==> src/rtl/code_sel_pkg.sv <==
// Shared constants, types and helpers for the code-status event encoder.
package code_sel_pkg;

    localparam int N_CODES = 18;                 // status bits; bit k maps to code k+1
    localparam int CODE_W  = 6;                  // code width, holds 1..N_CODES
    localparam int CNT_W   = 16;                 // saturating counter width
    localparam int IDX_W   = $clog2(N_CODES);    // bit-index width

    typedef logic [N_CODES-1:0] status_t;
    typedef logic [CODE_W-1:0]  code_t;

    // Bit index k becomes code k+1 (code 0 is never emitted).
    function automatic code_t idx_to_code(input logic [IDX_W-1:0] idx);
        return code_t'(idx) + code_t'(1);
    endfunction

endpackage

==> src/rtl/code_prio_enc.sv <==
// Lowest-set-bit priority encoder: reports whether any bit is set, the index
// of the lowest set bit, and that bit isolated as a one-hot mask.
module code_prio_enc #(
    parameter int N     = 18,
    parameter int IDX_W = $clog2(N)
) (
    input  logic [N-1:0]     vec_i,
    output logic             found_o,
    output logic [IDX_W-1:0] index_o,
    output logic [N-1:0]     onehot_o
);

    // Scan from the top down so the lowest set bit is the last one written.
    always_comb begin
        found_o = 1'b0;
        index_o = '0;
        for (int i = N - 1; i >= 0; i--) begin
            if (vec_i[i]) begin
                found_o = 1'b1;
                index_o = IDX_W'(i);
            end
        end
    end

    // Two's-complement trick isolates the lowest set bit.
    assign onehot_o = vec_i & (~vec_i + N'(1));

endmodule

==> src/rtl/code_status_event_enc.sv <==
// Code status event encoder: turns newly asserted status bits into code
// events (1..N_CODES) on a valid/ready stream, merging repeated rises of a
// bit that is still waiting for output. Optional macro STATUS_FALL_EVENT_EN
// adds fall events (code_dir_o = 0), which lose arbitration to any rise.
module code_status_event_enc
    import code_sel_pkg::*;
(
    input  logic               clk_i,
    input  logic               rst_i,
    input  logic [N_CODES-1:0] status_i,
    output logic [CODE_W-1:0]  code_o,
    output logic               code_dir_o,
    output logic               code_val_o,
    input  logic               code_ready_i,
    output logic [N_CODES-1:0] pending_o,
    output logic [CNT_W-1:0]   evt_cnt_o,
    output logic [CNT_W-1:0]   merged_cnt_o
);

    // Handshake: an event transfers on a cycle where code_val_o & code_ready_i.
    // Once code_val_o is high, code_o/code_dir_o stay put until that transfer;
    // code_val_o never drops without a transfer (except on reset).

    status_t    status_q;
    status_t    pend_q, pend_d;
    code_t      code_q, code_d;
    logic       dir_q, dir_d;
    logic       val_q, val_d;
    logic [CNT_W-1:0] evt_q, evt_d;
    logic [CNT_W-1:0] merged_q, merged_d;

    status_t    rise;
    status_t    load_mask;
    logic       slot_free;
    logic       handshake;
    logic       merge_hit;

    logic             rise_found;
    logic [IDX_W-1:0] rise_idx;
    status_t          rise_onehot;

    assign rise      = status_i & ~status_q;
    assign handshake = val_q & code_ready_i;
    assign slot_free = ~val_q | code_ready_i;

    code_prio_enc #(.N(N_CODES), .IDX_W(IDX_W)) u_rise_enc (
        .vec_i    (pend_q),
        .found_o  (rise_found),
        .index_o  (rise_idx),
        .onehot_o (rise_onehot)
    );

`ifdef STATUS_FALL_EVENT_EN
    status_t          pend_fall_q, pend_fall_d;
    status_t          fall;
    status_t          load_fall;
    logic             fall_found;
    logic [IDX_W-1:0] fall_idx;
    status_t          fall_onehot;

    assign fall = ~status_i & status_q;

    code_prio_enc #(.N(N_CODES), .IDX_W(IDX_W)) u_fall_enc (
        .vec_i    (pend_fall_q),
        .found_o  (fall_found),
        .index_o  (fall_idx),
        .onehot_o (fall_onehot)
    );
`endif

    // Output slot loading: rises first (lowest index), then falls if enabled.
    always_comb begin
        code_d    = code_q;
        dir_d     = dir_q;
        val_d     = val_q;
        load_mask = '0;
`ifdef STATUS_FALL_EVENT_EN
        load_fall = '0;
`endif
        if (slot_free) begin
            val_d = 1'b0;
            if (rise_found) begin
                code_d    = idx_to_code(rise_idx);
                dir_d     = 1'b1;
                val_d     = 1'b1;
                load_mask = rise_onehot;
            end
`ifdef STATUS_FALL_EVENT_EN
            else if (fall_found) begin
                code_d    = idx_to_code(fall_idx);
                dir_d     = 1'b0;
                val_d     = 1'b1;
                load_fall = fall_onehot;
            end
`endif
        end
    end

    // Pending vectors, merge detection and saturating counters.
    always_comb begin
        pend_d    = (pend_q & ~load_mask) | rise;
        merge_hit = |(rise & pend_q & ~load_mask);
`ifdef STATUS_FALL_EVENT_EN
        pend_fall_d = (pend_fall_q & ~load_fall) | fall;
        merge_hit   = merge_hit | (|(fall & pend_fall_q & ~load_fall));
`endif
        evt_d    = evt_q;
        merged_d = merged_q;
        if (handshake && (evt_q != '1)) begin
            evt_d = evt_q + CNT_W'(1);
        end
        if (merge_hit && (merged_q != '1)) begin
            merged_d = merged_q + CNT_W'(1);
        end
    end

    // State registers, cleared asynchronously by reset.
    always_ff @(posedge clk_i or posedge rst_i) begin
        if (rst_i) begin
            status_q <= '0;
            pend_q   <= '0;
            code_q   <= '0;
            dir_q    <= 1'b0;
            val_q    <= 1'b0;
            evt_q    <= '0;
            merged_q <= '0;
        end else begin
            status_q <= status_i;
            pend_q   <= pend_d;
            code_q   <= code_d;
            dir_q    <= dir_d;
            val_q    <= val_d;
            evt_q    <= evt_d;
            merged_q <= merged_d;
        end
    end

`ifdef STATUS_FALL_EVENT_EN
    // Fall-event pending register.
    always_ff @(posedge clk_i or posedge rst_i) begin
        if (rst_i) begin
            pend_fall_q <= '0;
        end else begin
            pend_fall_q <= pend_fall_d;
        end
    end

    assign pending_o = pend_q | pend_fall_q;
`else
    assign pending_o = pend_q;
`endif

    assign code_o       = code_q;
    assign code_dir_o   = dir_q;
    assign code_val_o   = val_q;
    assign evt_cnt_o    = evt_q;
    assign merged_cnt_o = merged_q;

endmodule
==> config.mk <==
export PLATFORM = sky130hd
export DESIGN_NAME = code_status_event_enc
export DESIGN_NICKNAME = d
export VERILOG_FILES = /design/src/rtl/code_sel_pkg.sv /design/src/rtl/code_prio_enc.sv /design/src/rtl/code_status_event_enc.sv
export SDC_FILE = /design/constraint.sdc
export NUM_CORES = 1
export LEC_CHECK = 0
export ABC_AREA = 1
export CORE_UTILIZATION = 52
export DETAILED_ROUTE_END_ITERATION = 8
export HOLD_SLACK_MARGIN = 0.06
export PLACE_DENSITY_LB_ADDON = 0.05
export RECOVER_POWER = 100
export SYNTH_ARGS = -nofsm -noshare
export SYNTH_HDL_FRONTEND = slang
export SYNTH_SLANG_ARGS = --single-unit
export TNS_END_PERCENT = 50
==> constraint.sdc <==
create_clock -name clk_i -period 2.7 [get_ports clk_i]
set_input_delay 0.54 -clock clk_i [delete_from_list [all_inputs] [get_ports clk_i]]
set_output_delay 0.54 -clock clk_i [all_outputs]
set_load 0.005 [all_outputs]
==> results of run 1 <==
-- cell type report --
class	count	area [um^2]	share of cell area
clock buffer	14	193	0.0387
timing repair buffer	86	831	0.167
sequential	76	1900	0.382
multi-input combinational	301	1650	0.331
clock inverter	2	15.0	0.00302
inverter	70	268	0.0538
tap	99	124	0.0249
-- logic make-up after synthesis --
| logic type | Yosys count | synth area share |
|---|---|---|
| and+or+nand+nor | 235 | 0.295 |
| DFF | 76 | 0.492 |
| buffers and inverters | 74 | 0.0780 |
| AOI/OAI and AO/OA | 35 | 0.0615 |
| xor gates and xnor gates | 28 | 0.0635 |
| adders and majority gates | 3 | 0.00971 |
-- sequential cells by signal, indices dropped and copies added, names as in the netlist --
name and cells:
code_dir_o 1, code_val_o 1, merged_cnt_o 16, status_q 18, evt_cnt_o 16, pending_o 18, code_o 6
-- cell usage after synthesis, types with 2 or more instances --
cell type / n
buf_2: 2
nand2_2: 10
o22ai_1: 2
xnor2_1: 15
nand4_1: 24
nor3_2: 2
a21o_1: 2
dfrtp_1: 76
nor4_1: 7
nor2_2: 3
nand2_1: 93
o21ai_0: 10
nand3_1: 41
or2_2: 2
a22o_1: 8
ha_1: 3
xor2_1: 13
inv_4: 2
a21oi_1: 5
nor3_1: 12
inv_1: 67
nand2_4: 3
o21ai_2: 2
nor2_1: 33
-- through the flow --
step           cell area, um^2   util  cells
6_report                  4980  0.690    648
2_1_floorplan             3860      -    451
3_3_place_gp              4810  0.666    632
5_1_grt                   4980  0.690    648
3_5_place_dp              4810  0.666    632
4_1_cts                   5020  0.695    648
-- cell usage in the layout (no fill, tap or decap), drive strengths merged, types with 2 or more instances in the layout --
cell / Yosys / layout
a21o: 2 / 2
a21oi: 5 / 5
a22o: 8 / 8
buf: 3 / 6
clkbuf: 1 / 16
clkinvlp: 0 / 2
dfrtp: 76 / 76
dlygate4sd3: 0 / 77
ha: 3 / 3
inv: 70 / 69
nand2: 106 / 106
nand3: 42 / 42
nand4: 25 / 25
nor2: 38 / 38
nor3: 14 / 14
nor4: 7 / 7
o21ai: 12 / 12
o22ai: 2 / 2
or2: 2 / 2
xnor2: 15 / 15
xor2: 13 / 13
-- power by group through the flow --
stage	sequential [uW]	combinational (uW)	clock, uW
finish	1430	673	860
global route	1450	767	935
CTS	1430	735	877
detailed placement	1450	728	0
global placement	1450	717	0
floorplan	1440	368	0
-- worst min path at each step --
stage / start / end / slack (ns) / depth (start not counted)
after global placement: status_q[14] / pending_o[14] / 0.44 / 1
after CTS: status_q[14] / pending_o[14] / 0.46 / 1
final: status_q[14] / pending_o[14] / 0.45 / 1
after global routing: status_q[14] / pending_o[14] / 0.47 / 1
after detailed placement: status_q[14] / pending_o[14] / 0.45 / 1
after floorplan: status_q[2] / pending_o[2] / 0.42 / 1
-- metal layers --
layer  track usage  routed length [um]  vias up  share of wire
li1              -                   -     1670              -
met1         0.341                4210     1542           0.49
met2         0.355                3850       87           0.45
met3        0.0299                 359       14          0.042
met4         0.103                 151        0          0.018
met5             0                   0        -              0
==> results.yml, run 1 <==
routing:
  routed_wl_mm: 8.57
  dr.pass1.iters: 7
  drcViolationCount: 2
  avgViaCountPerCell: 5.11
  drtIter0Drc: 158
  num_vias: 3313
  ant_nets: 0
  wire_per_inst_um: 13.2
clocking:
  path_clk_slew_ns: 0.08
  clockRootBuffer: "clkbuf_8"
  h-tree-depth: 3
  insertion_delay_ns: 0.34
  cts_repair_resize_count: 0
  cts_hold_buf: 0
  cts_buffer_depth: 2
  numCtsBuffers: 9
  cts_tree: "yes"
  cts_sinks: 76
  post_cts_buffers: 0
yosys:
  synth_top_area_cell: "dfrtp_1"
  synth_enable_flop_cells: 0
  synth_cell_type_count: 38
  syn_inst: 451
  synth-seq-cells: 76
  synth_flop_cell: "dfrtp_1"
  yosysSeqAreaShare: 0.492
  syn_area_um2: 3860
  synth_area_per_cell_um2: 8.57
  ys_warn_count: 0
  async_flop_share: 1.00
  syn_nets: 475
  synthTopCellsByArea: "dfrtp_1 49%, nand2_1 9.0%, inv_1 6.5%, nand3_1 5.3%, nand4_1 3.9%"
  yosysTopAreaCellShare: 0.492
die:
  core.rowCount: 31
  die-area_um2: 7780
  initial_utilization: 0.536
  die-height_um: 88.2
  die_w_um: 88.2
  core_region_area_um2: 7210
  io_pins: 79
pwr:
  combPwrFrac: 0.227
  leakagePower_uw: 0.00240
  powerDensity_nw_per_um2: 595
  internal-power_uw: 2070
  report.power.total_uw: 2960
  netSwitchingFraction: 0.300
  pwr-share-clk: 0.290
  pwr-share-seq: 0.482
  switchingPower_uw: 890
  vdd_drop_max_mv: 0.375
setup_path:
  setup.worst_path.start: "pending_o[0]"
  crit_path_max_fanout: 16
  r2r_cells: 15
  critPathBufInv: 3
  reg2reg_slack_ns: 0.27
  cp-endpoint: "merged_cnt_o[9]"
  cp_slowest_stage_delay_ns: 0.47
  cp_data_required_time_ns: 2.93
  cp_data_arrival_time_ns: 2.66
  cpLargestDelayFamily: "simple AND/OR/NAND/NOR gates"
  crit_cells: 15
  critPathLaunchType: "flip-flop"
  cp_cell_sequence: "nor2_1, inv_1, nor2_4, inv_4, nor2_8, nand3_2, o21ai_2, nor3_1, nor3_2, nand2_1, nor2_1, nand2_4, buf_4, nand3_1, nand2_1"
  critPathKind: "reg -> reg"
  r2r-start: "pending_o[0]"
  reg2reg_to: "merged_cnt_o[9]"
  crit_slowest_cell: "dfrtp_1"
  cp-end-kind: "flip-flop"
placement:
  hpwl_mm: 6.43
  place_ws_ns: 0.0104
  gp_congestion: 0.888
  port_buffers: 78
global_routing:
  grt_use_total: 0.235
  grt_max_degree: 77
  grt_pass1_vias: 3074
  grt_overflow: 0
  antenna_found_initial: 0
  grt_pass1_wl_mm: 14.0
timing:
  finalCriticalPeriod_ns: 2.43
  tightest_slew_ns: 1.63
  slew_violations: 77
  setup_slack_ns: 0.272
  tns_ns: 0
  max_freq_mhz: 412
  finClkSkew_ns: 0.00821
  slew_headroom: -0.0898
  post-route-period-util: 0.899
  rsz0062_at_grt: "false"
  hold_viol_final: 0
  holdWs_ns: 0.454
  finalSetupViolCount: 0
job:
  max_cap_violations: 1
final_layout:
  syn_to_final_growth_pct: 28.8
  drive_gt1_frac: 0.0838
  antennaDiodeCount: 0
  n_fill_cell: 586
  fin_nets: 568
run_status:
  status: "finished with violations"
  failed_checks: "DRC, capacitance limit, slew limit"
min_path:
  worstHoldPathType: "reg -> reg"
(Power assumes the default switching activity.)
==> inputs of run 2 (changes only) <==
--- a/config.mk
+++ b/config.mk
@@ -6,8 +6,10 @@
 export NUM_CORES = 1
 export LEC_CHECK = 0
 export ABC_AREA = 1
+export CAP_MARGIN = 10
 export CORE_UTILIZATION = 52
 export DETAILED_ROUTE_END_ITERATION = 8
+export GPL_TIMING_DRIVEN = 0
 export HOLD_SLACK_MARGIN = 0.06
 export PLACE_DENSITY_LB_ADDON = 0.05
 export RECOVER_POWER = 100
==> results.yml, run 2 (synthesis results as in run 1) <==
run_status:
  status: "finished, final reports clean"
die:
  core.rowCount: 31
  core_region_area_um2: 7210
  die-height_um: 88.2
  die-area_um2: 7780
  io_pins: 79
  initial_utilization: 0.536
  die_w_um: 88.2
final_layout:
  layout_common_cells: "94 x nand2_1, 77 x dlygate4sd3_1, 76 x dfrtp_1"
  final_common_cell: "nand2_1"
  drive_gt1_frac: 0.0842
  fin_nets: 565
  syn_to_final_growth_pct: 29.8
  n_fill_cell: 625
  final_area_um2: 5010
  antennaDiodeCount: 0
  final_util: 0.695
timing:
  max_freq_mhz: 402
  slew_headroom: 0.0183
  finalCriticalPeriod_ns: 2.48
  finClkSkew_ns: 0.0102
  slew_violations: 0
  holdWs_ns: 0.456
  finalSetupViolCount: 0
  rsz0062_at_grt: "false"
  hold_viol_final: 0
  tightest_slew_ns: 1.47
  post-route-period-util: 0.920
setup_path:
  cp_slowest_stage_delay_ns: 0.53
  reg2reg_to: "merged_cnt_o[9]"
  cp_cell_sequence: "clkdlybuf4s50_1, nor2_4, inv_1, buf_2, nand4_1, nand4_1, nand2_1, nor3_2, nand2_4, buf_2, nand3_1, nand2_1"
  crit_slowest_cell: "clkdlybuf4s50_1"
  cp_data_arrival_time_ns: 2.71
  cp_data_required_time_ns: 2.93
  crit_cells: 12
  r2r_cells: 17
  critPathLaunchType: "primary input"
  critPathKind: "in -> reg"
  reg2reg_slack_ns: 0.24
  cp-end-kind: "flip-flop"
  crit_path_max_fanout: 10
  cpLargestDelayFamily: "buffers and inverters"
  r2r-start: "pending_o[0]"
  cp-endpoint: "merged_cnt_o[9]"
  setup.worst_path.start: "code_ready_i"
  critPathBufInv: 4
routing:
  drtIter0Drc: 143
  routed_wl_mm: 8.62
  drcViolationCount: 0
  ant_nets: 0
  num_vias: 3342
  avgViaCountPerCell: 5.18
  dr.pass1.iters: 4
  wire_per_inst_um: 13.4
global_routing:
  antenna_found_initial: 0
  grt_max_degree: 40
  grt_pass1_vias: 3072
  grt_overflow: 0
  grt_use_total: 0.241
  grt_pass1_wl_mm: 14.4
min_path:
  worstHoldPathType: "reg -> reg"
  worstHoldStart: "status_q[2]"
clocking:
  cts_tree: "yes"
  clockRootBuffer: "clkbuf_8"
  path_clk_slew_ns: 0.08
  h-tree-depth: 3
  cts_buffer_depth: 2
  cts_sinks: 76
  cts_hold_buf: 0
  insertion_delay_ns: 0.34
  numCtsBuffers: 9
job:
  max_cap_violations: 0
pwr:
  leakagePower_uw: 0.00240
  vdd_drop_max_mv: 0.404
  powerDensity_nw_per_um2: 610
placement:
  dpl_cell_area_um2: 4790
  gp_congestion: 0.883
  port_buffers: 78
  hpwl_mm: 6.40
==> run 2: routing by layer <==
layer,part of all wire,track usage,routed length (um)
met1,0.49,0.352,4200
met3,0.043,0.0373,370
met2,0.46,0.363,3940
met4,0.013,0.0909,112
met5,0,0,0
==> run 2: worst min path at each step <==
| stage | endpoint | slack, ns | cells after the start |
|---|---|---|---|
| final | pending_o[2] | 0.46 | 1 |
| after global routing | pending_o[2] | 0.48 | 1 |
| after CTS | pending_o[2] | 0.46 | 1 |
| after global placement | pending_o[2] | 0.44 | 1 |
| after floorplan | pending_o[2] | 0.42 | 1 |
| after detailed placement | pending_o[14] | 0.45 | 1 |
==> run 2: what timing repair did <==
item                                    4_1_cts  5_1_grt
endpoints found under the setup margin        0       12
setup buffers                                 0        0
resized for setup                             0        2
==> run 2: worst register-to-register path, cell delays in order, from the launching register on <==
cell and delay [ns]:
dfrtp_1 0.48, nor2_2 0.20, inv_1 0.13, nor2_4 0.15, inv_4 0.06, nor2_8 0.13, nand4_2 0.13, nand2_4 0.15
inv_4 0.06, nand2_1 0.10, o21ai_2 0.08, nor2_1 0.12, nor3_2 0.07, nand2_4 0.11, nand2_4 0.10, buf_12 0.17
nand2_1 0.06, nand2_1 0.05
==> run 2: stage by stage <==
| stage | std cells | setup WS (ns) | total power [uW] | TNS [ns] |
|---|---|---|---|---|
| 2_1_floorplan | 451 | 0.222 | 1810 | 0 |
| 3_3_place_gp | 628 | -0.960 | 2160 | -75.65 |
| 3_5_place_dp | 629 | -0.246 | 2180 | -2.96 |
| 4_1_cts | 645 | 0.0918 | 3140 | 0 |
| 5_1_grt | 645 | 0.0167 | 3240 | 0 |
| 6_report | 645 | 0.215 | 3060 | 0 |
==> run 2: final cells by class <==
cell class,instances,area (um^2),share of cell area
multi-input combinational,301,1670,0.333
tap,99,124,0.0247
timing repair buffer,79,801,0.160
clock buffer,12,145,0.0289
inverter,70,268,0.0534
clock inverter,4,72.6,0.0145
sequential,76,1900,0.379
buffer,4,33.8,0.00674
==> run 2: where the power goes <==
group | leakage [uW] | internal, uW | switching [uW]
Clock | 0.000107 | 545 | 408
Sequential | 0.000894 | 1270 | 156
Combinational | 0.00140 | 339 | 338
Total | 0.00240 | 2160 | 903
==> inputs of run 3 (changes only) <==
--- a/config.mk
+++ b/config.mk
@@ -8,6 +8,7 @@
 export ABC_AREA = 1
 export CAP_MARGIN = 10
 export CORE_UTILIZATION = 52
+export CTS_BUF_LIST = sky130_fd_sc_hd__clkbuf_4 sky130_fd_sc_hd__clkbuf_8 sky130_fd_sc_hd__clkbuf_16
 export DETAILED_ROUTE_END_ITERATION = 8
 export GPL_TIMING_DRIVEN = 0
 export HOLD_SLACK_MARGIN = 0.06
==> results.yml, run 3 (synthesis results as in run 1) <==
timing:
  setup_slack_ns: 0.204
  tightest_slew_ns: 1.46
  post-route-period-util: 0.924
  slew_violations: 0
  rsz0062_at_grt: "false"
  finClkSkew_ns: 0.0108
  max_freq_mhz: 401
  slew_headroom: 0.0244
  finalCriticalPeriod_ns: 2.50
  tns_ns: 0
  finalSetupViolCount: 0
  hold_viol_final: 0
pwr:
  powerDensity_nw_per_um2: 614
  pwr-share-clk: 0.315
  vdd_drop_max_mv: 0.406
  netSwitchingFraction: 0.293
  switchingPower_uw: 901
  pwr-share-seq: 0.464
  combPwrFrac: 0.220
  internal-power_uw: 2180
  leakagePower_uw: 0.00240
final_layout:
  multiInputGateArea_um2: 1660
  layout_common_cells: "94 x nand2_1, 77 x dlygate4sd3_1, 76 x dfrtp_1"
  fin_nets: 565
  n_fill_cell: 622
  antennaDiodeCount: 0
  regArea_um2: 1900
  final_common_cell: "nand2_1"
  syn_to_final_growth_pct: 29.7
  drive_gt1_frac: 0.0861
global_routing:
  busiest_layer: "met2"
  grt_util_met3: 0.0401
  grt_pass1_vias: 3051
  grt_util_met2: 0.359
  grt_overflow: 0
  antenna_found_initial: 0
  grt_max_degree: 40
  grt_pass1_wl_mm: 14.4
  grt_util_met1: 0.357
  grt_use_total: 0.240
clocking:
  insertion_delay_ns: 0.34
  cts_tree: "yes"
  path_clk_slew_ns: 0.08
  h-tree-depth: 3
  clockRootBuffer: "clkbuf_8"
  cts_buffer_depth: 2
  cts_sinks: 76
  post_cts_buffers: 0
  numCtsBuffers: 9
setup_path:
  cp-end-kind: "flip-flop"
  cpLargestDelayFamily: "buffers and inverters"
  cp_cell_sequence: "clkdlybuf4s50_1, nor2_4, inv_1, buf_2, nand4_1, nand4_1, nand2_1, nor3_2, nand2_4, buf_2, nand3_1, nand2_1"
  crit_slowest_cell: "clkdlybuf4s50_1"
  critPathBufInv: 4
  critPathKind: "in -> reg"
  cp_slowest_stage_delay_ns: 0.53
  critPathLaunchType: "primary input"
  cp_data_arrival_time_ns: 2.72
  cp_data_required_time_ns: 2.92
  crit_path_max_fanout: 10
routing:
  ant_nets: 0
  routed_wl_mm: 8.63
  num_vias: 3327
  drtIter0Drc: 151
  drcViolationCount: 0
  avgViaCountPerCell: 5.16
  dr.pass1.iters: 5
  wire_per_inst_um: 13.4
die:
  initial_utilization: 0.536
  core.rowCount: 31
  die_w_um: 88.2
  io_pins: 79
  core_region_area_um2: 7210
  die-area_um2: 7780
  die-height_um: 88.2
placement:
  gp_congestion: 0.883
  place_ws_ns: -0.246
  port_buffers: 78
  hpwl_mm: 6.40
min_path:
  worstHoldPathType: "reg -> reg"
job:
  max_cap_violations: 0
run_status:
  status: "finished, final reports clean"
[run 3: cell counts in the layout (fill, tap and decap cells not counted)]
Identical to the previous run, type by type.
[run 3: through the flow]
step | instances | area (um^2) | hold slack [ns] | total power, uW | util
floorplan | 451 | 3860 | 0.421 | 1810 | -
CTS | 645 | 5020 | 0.463 | 3160 | 0.695
global placement | 628 | 4770 | 0.437 | 2160 | 0.661
detailed placement | 629 | 4790 | 0.451 | 2180 | 0.664
global route | 645 | 5010 | 0.477 | 3260 | 0.695
finish | 645 | 5010 | 0.456 | 3080 | 0.695
[run 3: routing by layer]
layer	vias up	share of wire
met2	84	0.45
met3	9	0.047
met4	0	0.011
li1	1662	-
met5	-	0
met1	1572	0.49
[run 3: final cells by class]
cell class / instances / share of cell area
tap: 99 / 0.0247
sequential: 76 / 0.379
timing repair buffer: 79 / 0.160
buffer: 4 / 0.00674
inverter: 70 / 0.0534
clock buffer: 12 / 0.0305
clock inverter: 4 / 0.0145
multi-input combinational: 301 / 0.331
[run 3: final timing paths]
check                              from         endpoint  slack, ns  cells past startpoint
hold / removal              status_q[2]     pending_o[2]       0.46                      1
setup reg to reg           pending_o[0]  merged_cnt_o[9]       0.22                     15
setup / recovery           code_ready_i  merged_cnt_o[9]       0.20                     12
max in group asynchronous         rst_i  merged_cnt_o[9]       0.75                      3
min in group asynchronous         rst_i     evt_cnt_o[8]       1.07                      2
hold reg to reg             status_q[2]     pending_o[2]       0.46                      1
[run 3: power by group through the flow]
| stage | registers (uW) | clock network (uW) | logic (uW) |
|---|---|---|---|
| floorplan | 1440 | 0 | 368 |
| global route | 1450 | 1030 | 775 |
| CTS | 1430 | 993 | 732 |
| detailed placement | 1450 | 0 | 729 |
| global placement | 1450 | 0 | 709 |
| finish | 1430 | 971 | 678 |
[run 3: repair_timing]
action                     CTS  global route
resized for setup            0             2
setup endpoints to repair    0            13
hold buffers                 0             0
